File: config.mk
export PLATFORM = sky130hd
export DESIGN_NAME = scan_sequencer_4lane
export DESIGN_NICKNAME = d
export VERILOG_FILES = /design/src/rtl/scan_sequencer_4lane_pkg.sv /design/src/rtl/scan_sequencer_4lane_next_lane_pick.sv /design/src/rtl/scan_sequencer_4lane.sv
export SDC_FILE = /design/constraint.sdc
export NUM_CORES = 1
export LEC_CHECK = 0
export BUFFER_PORTS_ARGS = -buffer_cell sky130_fd_sc_hd__clkbuf_2
export CAP_MARGIN = 20
export CORE_UTILIZATION = 45
export DETAILED_ROUTE_END_ITERATION = 8
export GPL_ROUTABILITY_DRIVEN = 0
export HOLD_SLACK_MARGIN = 0.02
export PLACE_DENSITY = 0.73
export SETUP_SLACK_MARGIN = 0.4
export SLEW_MARGIN = 20
export SYNTH_ARGS = -nofsm -noshare
export SYNTH_HDL_FRONTEND = slang
export SYNTH_HIERARCHICAL = 1
export SYNTH_SLANG_ARGS = --single-unit
File: constraint.sdc
create_clock -name clk -period 3.62 [get_ports clk]
set_input_delay 0.181 -clock clk [delete_from_list [all_inputs] [get_ports clk]]
set_output_delay 0.181 -clock clk [all_outputs]
set_load 0.005 [all_outputs]
File: src/rtl/scan_sequencer_4lane_pkg.sv
// Shared constants and FSM state type for the 4-lane scan sequencer.
package scan_pkg;
  localparam int unsigned LANES = 4;
  localparam int unsigned SEL_W = 2;

  typedef enum logic [1:0] {
    IDLE,
    BLANK,
    DRIVE
  } state_t;
endpackage

File: src/rtl/scan_sequencer_4lane_next_lane_pick.sv
// Combinational lane picker: next enabled lane strictly after cur, wrapping.
// With cur = LANES-1 it yields the lowest enabled lane (first-lane pick).
module next_lane_pick
  import scan_pkg::*;
(
  input  logic [LANES-1:0] lane_mask,
  input  logic [SEL_W-1:0] cur,
  output logic [SEL_W-1:0] nxt,
  output logic             wrap,
  output logic             none
);

  logic [SEL_W-1:0] w_idx;

  // Rotate-and-priority search; scanning farthest-first lets the nearest hit win.
  always_comb begin
    nxt   = cur;
    w_idx = '0;
    for (int unsigned i = LANES; i >= 1; i--) begin
      w_idx = cur + SEL_W'(i);
      if (lane_mask[w_idx]) nxt = w_idx;
    end
    none = ~|lane_mask;
    wrap = (nxt <= cur);
  end

endmodule

File: src/rtl/scan_sequencer_4lane.sv
// Round-robin lane scanner driving a 2-to-4 decoder: per-lane blanking gap,
// programmable dwell, lane skipping and an end-of-frame pulse.
module scan_sequencer_4lane
  import scan_pkg::*;
#(
  parameter int unsigned DWELL_W = 16,
  parameter int unsigned BLANK_W = 8
) (
  input  logic               clk,
  input  logic               rst_n,
  input  logic               run,
  input  logic [DWELL_W-1:0] dwell,
  input  logic [BLANK_W-1:0] blank,
  input  logic [LANES-1:0]   lane_mask,
  output logic [SEL_W-1:0]   sel,
  output logic               sel_en,
  output logic               frame_done
);

  localparam int unsigned CNT_W = (DWELL_W > BLANK_W) ? DWELL_W : BLANK_W;

  state_t           r_state;
  logic [CNT_W-1:0] r_cnt;
  logic [SEL_W-1:0] r_sel;
  logic             r_sel_en;
  logic             r_frame_done;

  state_t           w_state;
  logic [CNT_W-1:0] w_cnt;
  logic [SEL_W-1:0] w_sel;
  logic             w_sel_en;
  logic             w_frame_done;

  logic [SEL_W-1:0] w_pick_cur;
  logic [SEL_W-1:0] w_pick_nxt;
  logic             w_pick_wrap;
  logic             w_pick_none;
  logic [CNT_W-1:0] w_blank_load;
  logic [CNT_W-1:0] w_dwell_load;
  logic             w_blank_nz;

  // Outside DRIVE the picker searches from the top lane, giving the lowest set bit.
  assign w_pick_cur   = (r_state == DRIVE) ? r_sel : SEL_W'(LANES - 1);
  assign w_blank_nz   = |blank;
  assign w_blank_load = CNT_W'(blank - BLANK_W'(1));
  assign w_dwell_load = CNT_W'(dwell);

  next_lane_pick u_pick (
    .lane_mask (lane_mask),
    .cur       (w_pick_cur),
    .nxt       (w_pick_nxt),
    .wrap      (w_pick_wrap),
    .none      (w_pick_none)
  );

  // State and registered outputs.
  always_ff @(posedge clk) begin
    if (!rst_n) begin
      r_state      <= IDLE;
      r_cnt        <= '0;
      r_sel        <= '0;
      r_sel_en     <= 1'b0;
      r_frame_done <= 1'b0;
    end else begin
      r_state      <= w_state;
      r_cnt        <= w_cnt;
      r_sel        <= w_sel;
      r_sel_en     <= w_sel_en;
      r_frame_done <= w_frame_done;
    end
  end

  // Next-state, counter and output values; abort overrides everything.
  always_comb begin
    w_state      = r_state;
    w_cnt        = r_cnt;
    w_sel        = r_sel;
    w_sel_en     = r_sel_en;
    w_frame_done = 1'b0;
    if (!run) begin
      w_state  = IDLE;
      w_sel_en = 1'b0;
    end else begin
      case (r_state)
        IDLE: begin
          w_sel_en = 1'b0;
          if (!w_pick_none) begin
            w_sel = w_pick_nxt;
            if (w_blank_nz) begin
              w_state = BLANK;
              w_cnt   = w_blank_load;
            end else begin
              w_state  = DRIVE;
              w_cnt    = w_dwell_load;
              w_sel_en = 1'b1;
            end
          end
        end
        BLANK: begin
          if (r_cnt == '0) begin
            w_state  = DRIVE;
            w_cnt    = w_dwell_load;
            w_sel_en = 1'b1;
          end else begin
            w_cnt = r_cnt - 1'b1;
          end
        end
        DRIVE: begin
          if (r_cnt == '0) begin
            if (w_pick_none) begin
              w_state  = IDLE;
              w_sel_en = 1'b0;
            end else begin
              w_sel        = w_pick_nxt;
              w_frame_done = w_pick_wrap;
              if (w_blank_nz) begin
                w_state  = BLANK;
                w_cnt    = w_blank_load;
                w_sel_en = 1'b0;
              end else begin
                w_state  = DRIVE;
                w_cnt    = w_dwell_load;
                w_sel_en = 1'b1;
              end
            end
          end else begin
            w_cnt = r_cnt - 1'b1;
          end
        end
        default: begin
          w_state  = IDLE;
          w_sel_en = 1'b0;
        end
      endcase
    end
  end

  assign sel        = r_sel;
  assign sel_en     = r_sel_en;
  assign frame_done = r_frame_done;

endmodule

After elaboration in Yosys (flattened, before gate mapping). Cells that the tools add are included.

Add/subtract/negate cells: 5. $lt $le $gt $ge: 4. Eq/ne operators: 5. Multiplexer cells: 29. Reduce and logical (&&, ||, !) cells: 12.

Operators by type and width (number): two-way mux 16 bit (4); case mux 16 bit (3 select lines) (1); two-way mux 2 bit (11); logical NOT 16 bit (1); subtractor 16 x 1 -> 16 bit (second input constant) (1); < comparator 2 x 3 -> 1 bit (second input constant) (3); subtractor 8 x 1 -> 9 bit (second input constant) (1); OR reduction 8 bit (1); two-way mux 1 bit (7); binary-select mux 1 bit (select 2 bit) (3); case mux 2 bit (3 select lines) (1); AND reduction 2 bit (3); AND reduction 3 bit (2); AND reduction 5 bit (1); adder 2 bit (second input constant) (2); != test 2 bit (second input constant) (2); case mux 2 bit (2 select lines) (1); OR reduction 4 bit (1); case mux 1 bit (3 select lines) (1); nonzero test 3 bit (1); adder 2 x 1 -> 2 bit (second input constant) (1); equality test 2 x 1 -> 1 bit (second input constant) (1); equality test 2 bit (second input constant) (1); less-or-equal comparator 2 bit (1); 3 further kinds (3).

Bits in registers: 22. Input port bits: 31. Logic and storage cells: 60.

Depth between registers and ports, before layout. Gate-level depths: netlist (run 1).

Word-level depth: 11. Depth in mapped cells: 11. Depth with buffers taken out: 11.

Modules after synthesis. The synthesis (run 1) kept the hierarchy.

Modules (own cells, without submodules): scan_sequencer_4lane (instances 1, cells an instance 257, area an instance 1928.1 um^2, sequential area each 440.4 um^2); next_lane_pick (instances 1, cells an instance 21, area an instance 133.9 um^2, sequential area each 0.0 um^2).

Worst setup path after synthesis (run 1). No wires, ideal clock.

Path kind: register to register. Start point: reg r_cnt[0]. End point: reg r_cnt[14]. Library setup time: 0.074 ns. Arrival time: 2.024 ns. Data required time: 3.546 ns. Slack: 1.522 ns. Stages on the path, launching flop included: 8. Path buffers: 0. Period minus slack after synthesis: 2.098 ns. Cell sequence: dfxtp_1 > inv_1 > ha_1 > or4b_4 > nor4b_4 > and2_1 > or3b_1 > a31oi_1.

Longest elaborated chain between the ends: 3. Elaborated cells between the ends (all ways): 5.

RTL lines: start: declaration (line scan_sequencer_4lane.sv:23) `logic [CNT_W-1:0] r_cnt;`; start signal: assignment (line scan_sequencer_4lane.sv:66) `r_cnt <= w_cnt;`; subtractor 16 x 1 -> 16 bit or logical NOT 16 bit (tied branches); two-way mux 16 bit (on tied branches) (line scan_sequencer_4lane.sv:109, scan_sequencer_4lane.sv:100); case mux 16 bit (3 select lines) (*) (line scan_sequencer_4lane.sv:84) `case (r_state)`.

Mark *: on every way between the ends. The rest lies on a longest branch, timed or not. A chain may end at the register's enable or synchronous reset.

Final worst setup path (run 1).
Start point: reg r_state[0]. End point: reg r_cnt[13].

Longest elaborated chain between the ends: 3. Elaborated cells between the ends (all ways): 6.

RTL lines: start: declaration (line scan_sequencer_4lane.sv:22) `state_t r_state;`; start signal: assignment (line scan_sequencer_4lane.sv:65) `r_state <= w_state;`; equality test 2 bit, or another cell as far along (line scan_sequencer_4lane.sv:84); nonzero test 3 bit (no line); AND reduction 2 bit (no line).

Parallel ways exist; a longest one is shown, timed or not.

==> Implementation_results.wiki, run 1 <==
{| class="wikitable"
! Metric !! Value
|-
| Outcome || complete, no violations
|-
| Mux cell area share after synthesis || 0.0297
|-
| Cell at the slowest stage of the critical path || ha_1
|-
| NumNets Final || 344
|-
| Number of top-level pins || 35
|-
| Highest net fanout along the worst path || 13
|-
| Number of failing setup endpoints in the final timing report || 0
|-
| Number of synthesized flops with an enable pin || 0
|-
| Width of the die || 69.7 um
|-
| Cell Pwr Density || 331 nW/um2
|-
| Vias in the first global route || 1981
|-
| Standard-cell row count || 24
|-
| Relative contribution of sequential cells to total power || 0.368
|-
| Cell area after synthesis || 2060 um2
|-
| R2r worst-path depth || 8
|-
| Yosys warning total || 6
|-
| Setup repair after global routing missed its margin || no
|-
| Seq cells post-synth || 22
|-
| Proportion of power drawn by the clock network || 0.313
|-
| Non-Filler Cell Area, Final || 2320 um2
|-
| CTS tree || built
|-
| Arrival time worst endpoint || 2.73 ns
|-
| Adder-cell area share of the yosys netlist || 0.0546
|-
| Worst max-slew margin expressed relative to the limit || 0.400
|-
| Critical path depth || 8
|-
| Area of the placeable core || 4380 um2
|-
| Launching point of the worst reg2reg path || r_state[0]
|-
| Endpoint type of the worst setup path || flop
|-
| Final setup margin || 1.06 ns
|-
| Syn_area_per_cell || 7.42 um2
|-
| DP Worst Slack || 1.15 ns
|-
| Synthesized-area fraction occupied by xor and xnor cells || 0.0425
|-
| Max VDD drop || 0.226 mV
|-
| Sum Neg Setup Slack || 0 ns
|-
| Reported leakage power || 0.947 nW
|-
| Startpoint-to-endpoint class of the critical path || reg2reg
|-
| Worst r2r dst || r_cnt[13]
|-
| Layout-stage area growth over the synthesis result || 12.6%
|-
| Detail Placement HPWL || 4000 um
|-
| First drt pass iteration count || 4
|-
| Commonest register cell after synthesis || dfxtp_1
|-
| Maximum cell stage delay along the critical path || 0.52 ns
|-
| R2R setup slack || 1.06 ns
|-
| Initial core utilization || 0.470
|-
| Post-synthesis instance total || 278
|-
| Highest Clock Rate || 390 MHz
|-
| Min-Delay Endpoint || r_cnt[10]
|-
| Worst min path class || in2reg
|-
| Vias || 2173
|-
| Worst-skew pair later-pin latency || 0.28 ns
|-
| Number of DRC markers in iteration 0 || 159
|-
| Largest family of logic cells by synthesized area || simple AND/OR/NAND/NOR gates
|-
| WL per Instance || 15.4 um
|-
| Required time worst endpoint || 3.79 ns
|-
| Depth of the worst hold-timing path || 3
|-
| Share of final-layout standard cells stronger than drive strength 1 || 0.178
|-
| Buffers added on ports || 34
|-
| Die height || 69.7 um
|-
| Ratio of routed vias to standard cells || 6.12
|-
| Worst Min Path Start || dwell[10]
|-
| Setup Buffers After CTS || 0
|-
| Cell type with the highest occurrence count on the critical path || inv_1
|-
| Final clock period utilization by the worst path || 0.708
|-
| Total wire length || 5480 um
|-
| Register Area || 440 um2
|-
| Total Routing Usage GR || 0.234
|-
| Compound-gate portion of the synthesized area || 0.292
|-
| Combinational group share of total power || 0.319
|-
| Wire length of the first global-routing pass || 9290 um
|-
| Maximum number of pins on one net before global-route repair || 23
|-
| CTS sink cnt || 22
|-
| Diode insertion count for antenna repair || 0
|-
| CP Buf/Inv Count || 2
|-
| Clock-pin slew on the worst setup and hold paths || 0.09 ns
|-
| Simple-Gate Fraction of Synth Area || 0.314
|-
| Count of max-cap constraint violations || 0
|-
| Final count of pins violating max slew || 0
|-
| Shortest period the worst path allows || 2.56 ns
|-
| Clk buf depth || 2
|-
| Remaining Overflow, GRT || 0
|-
| Count of H-tree levels built during CTS || 1
|-
| Power dissipated by switching net loads || 255 uW
|-
| Area post-placement || 2250 um2
|-
| Power Internal || 512 uW
|-
| Gate family responsible for the most delay along the worst path || compound AO/OA/AOI/OAI gates
|-
| Total CTS buffers || 3
|-
| Cts hold-fix bufs || 0
|-
| Die footprint || 4860 um2
|-
| Root Buffer Master || clkbuf_8
|-
| Multi-input combinational cell area || 1520 um2
|-
| Synth cell types || 59
|-
| Sequential cell area fraction in the yosys report || 0.214
|-
| Worst Setup Start Kind || flop
|-
| Worst clock skew || 0.00752 ns
|-
| Worst-margin pin slew || 0.893 ns
|-
| CP Cell Sequence || inv_1 -> ha_1 -> inv_1 -> a41o_1 -> and2_1 -> o21a_1 -> o31ai_1 -> a21oi_1
|-
| Initial antenna violation count || 0
|-
| Count of fill cells added during filler insertion || 430
|-
| Final number of hold-violating endpoints || 0
|-
| Count of nets left with antenna violations after detail routing || 0
|-
| Number of nets produced by synthesis || 318
|-
| Cells resized by post-CTS repair || 0
|-
| Number of remaining DRC errors || 0
|-
| Switching Fraction || 0.332
|-
| FFs w/ async S/R, synth || 0
|}
-- per-stage QoR --
| stage | cells | utilization | hold WS (ns) | power [mW] |
|---|---|---|---|---|
| after floorplan | 278 | - | 0.320 | 0.463 |
| after global placement | 351 | 0.513 | 0.424 | 0.524 |
| after detailed placement | 351 | 0.513 | 0.426 | 0.527 |
| after CTS | 355 | 0.529 | 0.124 | 0.768 |
| after global routing | 355 | 0.529 | 0.131 | 0.810 |
| final | 355 | 0.529 | 0.129 | 0.767 |
-- registers in the layout, indices dropped and copies added, names as in the netlist --
signal / count
r_state: 2
sel_en: 1
frame_done: 1
sel: 2
r_cnt: 16
-- placed cells by master (no fill, tap or decap), types with 2 or more instances in the layout --
master,netlist,routed
xnor2_1,6,6
or4_1,3,3
o22ai_1,2,2
nand3_1,5,5
nor2b_1,5,5
nand2b_1,8,8
nand4_1,3,3
mux2i_1,5,5
nor3_1,13,13
a21o_1,2,2
o21ai_1,2,2
a211oi_1,5,5
xor2_1,4,4
and2_1,4,4
a221oi_1,4,4
a21boi_0,2,2
buf_4,0,2
clkbuf_2,0,34
nor4_4,2,2
nor4_2,1,2
or3_1,5,5
a21boi_1,2,2
nor2_1,24,24
a31oi_1,2,2
clkbuf_8,0,3
o221ai_1,2,2
a22o_1,7,7
nand2_1,26,26
a22oi_1,4,4
nor3b_1,2,2
ha_1,9,9
o31ai_1,3,3
o211ai_1,2,2
o21a_1,3,3
dfxtp_1,22,22
inv_1,11,11
a21oi_1,22,22
o21ai_0,20,20
-- per-layer routing --
| metal | GRT usage | up-vias | part of all wire |
|---|---|---|---|
| li1 | - | 1078 | - |
| met1 | 0.321 | 1029 | 0.47 |
| met2 | 0.387 | 60 | 0.47 |
| met3 | 0.0392 | 6 | 0.046 |
| met4 | 0.0511 | 0 | 0.0075 |
| met5 | 0 | - | 0 |
-- power groups by stage --
stage                     registers, mW  logic [mW]  clock network [mW]
after global placement            0.287       0.238                   0
after CTS                         0.282       0.241               0.245
after floorplan                   0.281       0.182                   0
after detailed placement          0.287       0.240                   0
final                             0.282       0.244               0.240
after global routing              0.285       0.272               0.253
-- logic make-up (layout without fill, tap and decap cells) --
family,Yosys count,count (layout)
compound gates,92,92
fa+ha+maj,9,9
simple gates,113,113
xor+xnor,10,10
buf+inv,26,51
mux,6,6
flops,22,22
-- worst max-delay path by stage --
stage / startpoint / end / slack (ns)
2_1_floorplan: r_cnt[0] / r_cnt[14] / 1.52
3_3_place_gp: r_state[0] / r_cnt[13] / 1.24
3_5_place_dp: r_state[0] / r_cnt[13] / 1.15
4_1_cts: r_state[0] / r_cnt[13] / 1.12
5_1_grt: r_state[0] / r_cnt[13] / 0.83
6_report: r_state[0] / r_cnt[13] / 1.06
-- cells in the mapped netlist, types with 5 or more instances --
| cell type | number | area share |
|---|---|---|
| a211oi_1 | 5 | 0.018 |
| a21oi_1 | 22 | 0.053 |
| a22o_1 | 7 | 0.030 |
| clkbuf_1 | 9 | 0.016 |
| dfxtp_1 | 22 | 0.21 |
| ha_1 | 9 | 0.055 |
| inv_1 | 11 | 0.020 |
| mux2i_1 | 5 | 0.024 |
| nand2_1 | 26 | 0.047 |
| nand2b_1 | 8 | 0.024 |
| nand3_1 | 5 | 0.012 |
| nor2_1 | 24 | 0.044 |
| nor2b_1 | 5 | 0.015 |
| nor3_1 | 13 | 0.032 |
| o21ai_0 | 20 | 0.049 |
| or3_1 | 5 | 0.015 |
| xnor2_1 | 6 | 0.025 |
-- area by class of cell --
class / instances / share of cell area
Multi-Input combinational cell: 230 / 0.654
Sequential cell: 22 / 0.190
Timing Repair Buffer: 36 / 0.0798
Tap cell: 52 / 0.0280
Clock buffer: 3 / 0.0178
Inverter: 11 / 0.0178
Clock inverter: 1 / 0.0129
-- worst register-to-register path, cell delays in order, from the launching register on --
cell	delay [ns]
dfxtp_1	0.44
inv_1	0.09
ha_1	0.52
inv_1	0.16
a41o_1	0.40
and2_1	0.27
o21a_1	0.20
o31ai_1	0.26
a21oi_1	0.10
Note: power is estimated with default switching activity, not from simulation.
==> run 2, diff against run 1 <==
PLACE_DENSITY = 0.76   (was 0.73)
clock period = 2.35 ns   (was 3.62 ns; I/O delays follow)
==> run 2 against run 1 <==
  * Fmax increased by 18%
  * Total power increased by 70%
  * Cell count increased by 9.9%
  * Sequential power increased by 56%
  * Clock-buffer cell count increased by 1
  * Critical endpoint is now r_cnt[14]
  * Routed wire length increased by 33%
  * Global-route usage increased by 3.2 points
  * Via count increased by 15%
  * Non-clock buffer count increased by 35
  * Sequential share of layout area decreased by 3.0 points
==> Implementation_results.wiki, run 2 (synthesized netlist as in run 1, its figures left out) <==
{| class="wikitable"
! Metric !! Value
|-
| Share of final-layout standard cells stronger than drive strength 1 || 0.393
|-
| Clk buf depth || 2
|-
| Initial antenna violation count || 0
|-
| NumNets Final || 379
|-
| First drt pass iteration count || 5
|-
| Maximum cell stage delay along the critical path || 0.51 ns
|-
| CP Cell Sequence || inv_4 -> ha_4 -> or4b_4 -> nor4b_4 -> and2_1 -> or3b_1 -> a31oi_1
|-
| CP Buf/Inv Count || 1
|-
| Worst clock skew || 0.0101 ns
|-
| Count of H-tree levels built during CTS || 1
|-
| Total wire length || 7280 um
|-
| Depth of the worst hold-timing path || 3
|-
| Cell Count Post-Placement || 364
|-
| Diode insertion count for antenna repair || 0
|-
| Number of top-level pins || 35
|-
| R2R setup slack || 0.19 ns
|-
| Die footprint || 4860 um2
|-
| Worst Setup Start Kind || flop
|-
| Initial core utilization || 0.470
|-
| Final clock period utilization by the worst path || 0.921
|-
| Max VDD drop || 0.293 mV
|-
| Total Routing Usage GR || 0.266
|-
| R2r worst-path depth || 7
|-
| Top library cells by usage in the layout, fill and taps aside || clkbuf_2 (34), buf_4 (30), nand2_1 (25)
|-
| Reg with most FFs || r_cnt
|-
| Clock-pin slew on the worst setup and hold paths || 0.10 ns
|-
| Final count of pins violating max slew || 0
|-
| Sum Neg Setup Slack || 0 ns
|-
| Outcome || complete, no violations
|-
| Highest net fanout along the worst path || 4
|-
| Worst r2r dst || r_cnt[14]
|-
| Worst-skew pair later-pin latency || 0.28 ns
|-
| Standard-cell row count || 24
|-
| Total CTS buffers || 3
|-
| Wire length of the first global-routing pass || 10600 um
|-
| Highest Clock Rate || 462 MHz
|-
| Number of failing setup endpoints in the final timing report || 0
|-
| Width of the die || 69.7 um
|-
| Startpoint-to-endpoint class of the critical path || reg2reg
|-
| Worst max-slew margin expressed relative to the limit || 0.727
|-
| Number of remaining DRC errors || 0
|-
| Detail Placement HPWL || 4390 um
|-
| Vias in the first global route || 2201
|-
| Cell at the slowest stage of the critical path || or4b_4
|-
| Launching point of the worst reg2reg path || r_cnt[1]
|-
| Ratio of routed vias to standard cells || 6.41
|-
| WL per Instance || 18.7 um
|-
| Final number of hold-violating endpoints || 0
|-
| Finished Core Util || 0.647
|-
| Maximum number of pins on one net before global-route repair || 23
|-
| Worst Min Path Start || dwell[10]
|-
| Layout-stage area growth over the synthesis result || 37.5%
|-
| Arrival time worst endpoint || 2.36 ns
|-
| Flip-flop count of the largest register, all copies and words added || 16
|-
| Worst min path class || in2reg
|-
| CTS sink cnt || 22
|-
| Remaining Overflow, GRT || 0
|-
| Reported leakage power || 1.17 nW
|-
| Number of DRC markers in iteration 0 || 196
|-
| Cell Pwr Density || 460 nW/um2
|-
| Most common library cell in the layout ignoring fill and taps || clkbuf_2
|-
| CTS tree || built
|-
| Endpoint type of the worst setup path || flop
|-
| Count of max-cap constraint violations || 0
|-
| Setup repair after global routing missed its margin || yes
|-
| Vias || 2499
|-
| Area of the placeable core || 4380 um2
|-
| Shortest period the worst path allows || 2.16 ns
|-
| Buffers added on ports || 34
|-
| Root Buffer Master || clkbuf_8
|-
| Required time worst endpoint || 2.55 ns
|-
| Cts hold-fix bufs || 0
|-
| Final Non-Filler Cells || 390
|-
| Worst-margin pin slew || 0.409 ns
|-
| Min-Delay Endpoint || r_cnt[10]
|-
| Count of nets left with antenna violations after detail routing || 0
|-
| Gate family responsible for the most delay along the worst path || simple AND/OR/NAND/NOR gates
|-
| Die height || 69.7 um
|}
## run 2: cell types whose count changed in the layout (fill, tap and decap cells not counted), sizes merged
cell    change
buf        +35
bufinv      -1
clkbuf      +1
## run 2: per-stage QoR
step	hold slack, ns	setup slack (ns)	total power, mW	cell area [um2]
global route	0.0733	0.139	1.36	2840
floorplan	0.256	0.355	0.719	2090
detailed placement	0.351	0.186	0.855	2370
global placement	0.355	0.233	0.844	2370
finish	0.0536	0.186	1.30	2840
CTS	0.0559	0.209	1.18	2540
## run 2: final cells by class
type	count	area [um2]
fill	355	1550
tap	52	65.1
sequential	22	452
clock buffer	4	55.1
timing repair buffer	71	468
inverter	11	46.3
multi-input combinational	230	1750
## run 2: layer usage
metal  wire [um]  global-route usage  up-vias
met4         220              0.0933        0
met3         520              0.0494       23
li1            -                   -     1148
met5           0                   0        -
met1        3040               0.355     1190
met2        3500               0.431      138
## run 2: repair_timing
item | 4_1_cts | 5_1_grt
resized for setup | 13 | 49
gates cloned | 0 | 2
pin swaps | 8 | 16
buffers inserted | 9 | 11
endpoints found under the setup margin | 16 | 19
## run 2: worst max path at each step
stage / end / from / slack [ns] / cells after the start
finish: r_cnt[14] / r_cnt[1] / 0.19 / 7
floorplan: r_cnt[14] / r_cnt[1] / 0.35 / 7
global route: r_state[0] / r_cnt[1] / 0.14 / 9
global placement: r_cnt[14] / r_cnt[0] / 0.23 / 7
detailed placement: r_cnt[14] / r_cnt[1] / 0.19 / 7
CTS: r_cnt[14] / r_cnt[1] / 0.21 / 7
## run 2: report_power, final
group          internal (mW)  switching [mW]
registers              0.398          0.0428
clock network          0.150           0.147
logic                  0.269           0.296
## run 2: worst register-to-register path, cell delays in order (launching register included)
cell and delay [ns]:
dfxtp_4 0.37, inv_4 0.07, ha_4 0.13, or4b_4 0.51
nor4b_4 0.32, and2_1 0.19, or3b_1 0.34, a31oi_1 0.14
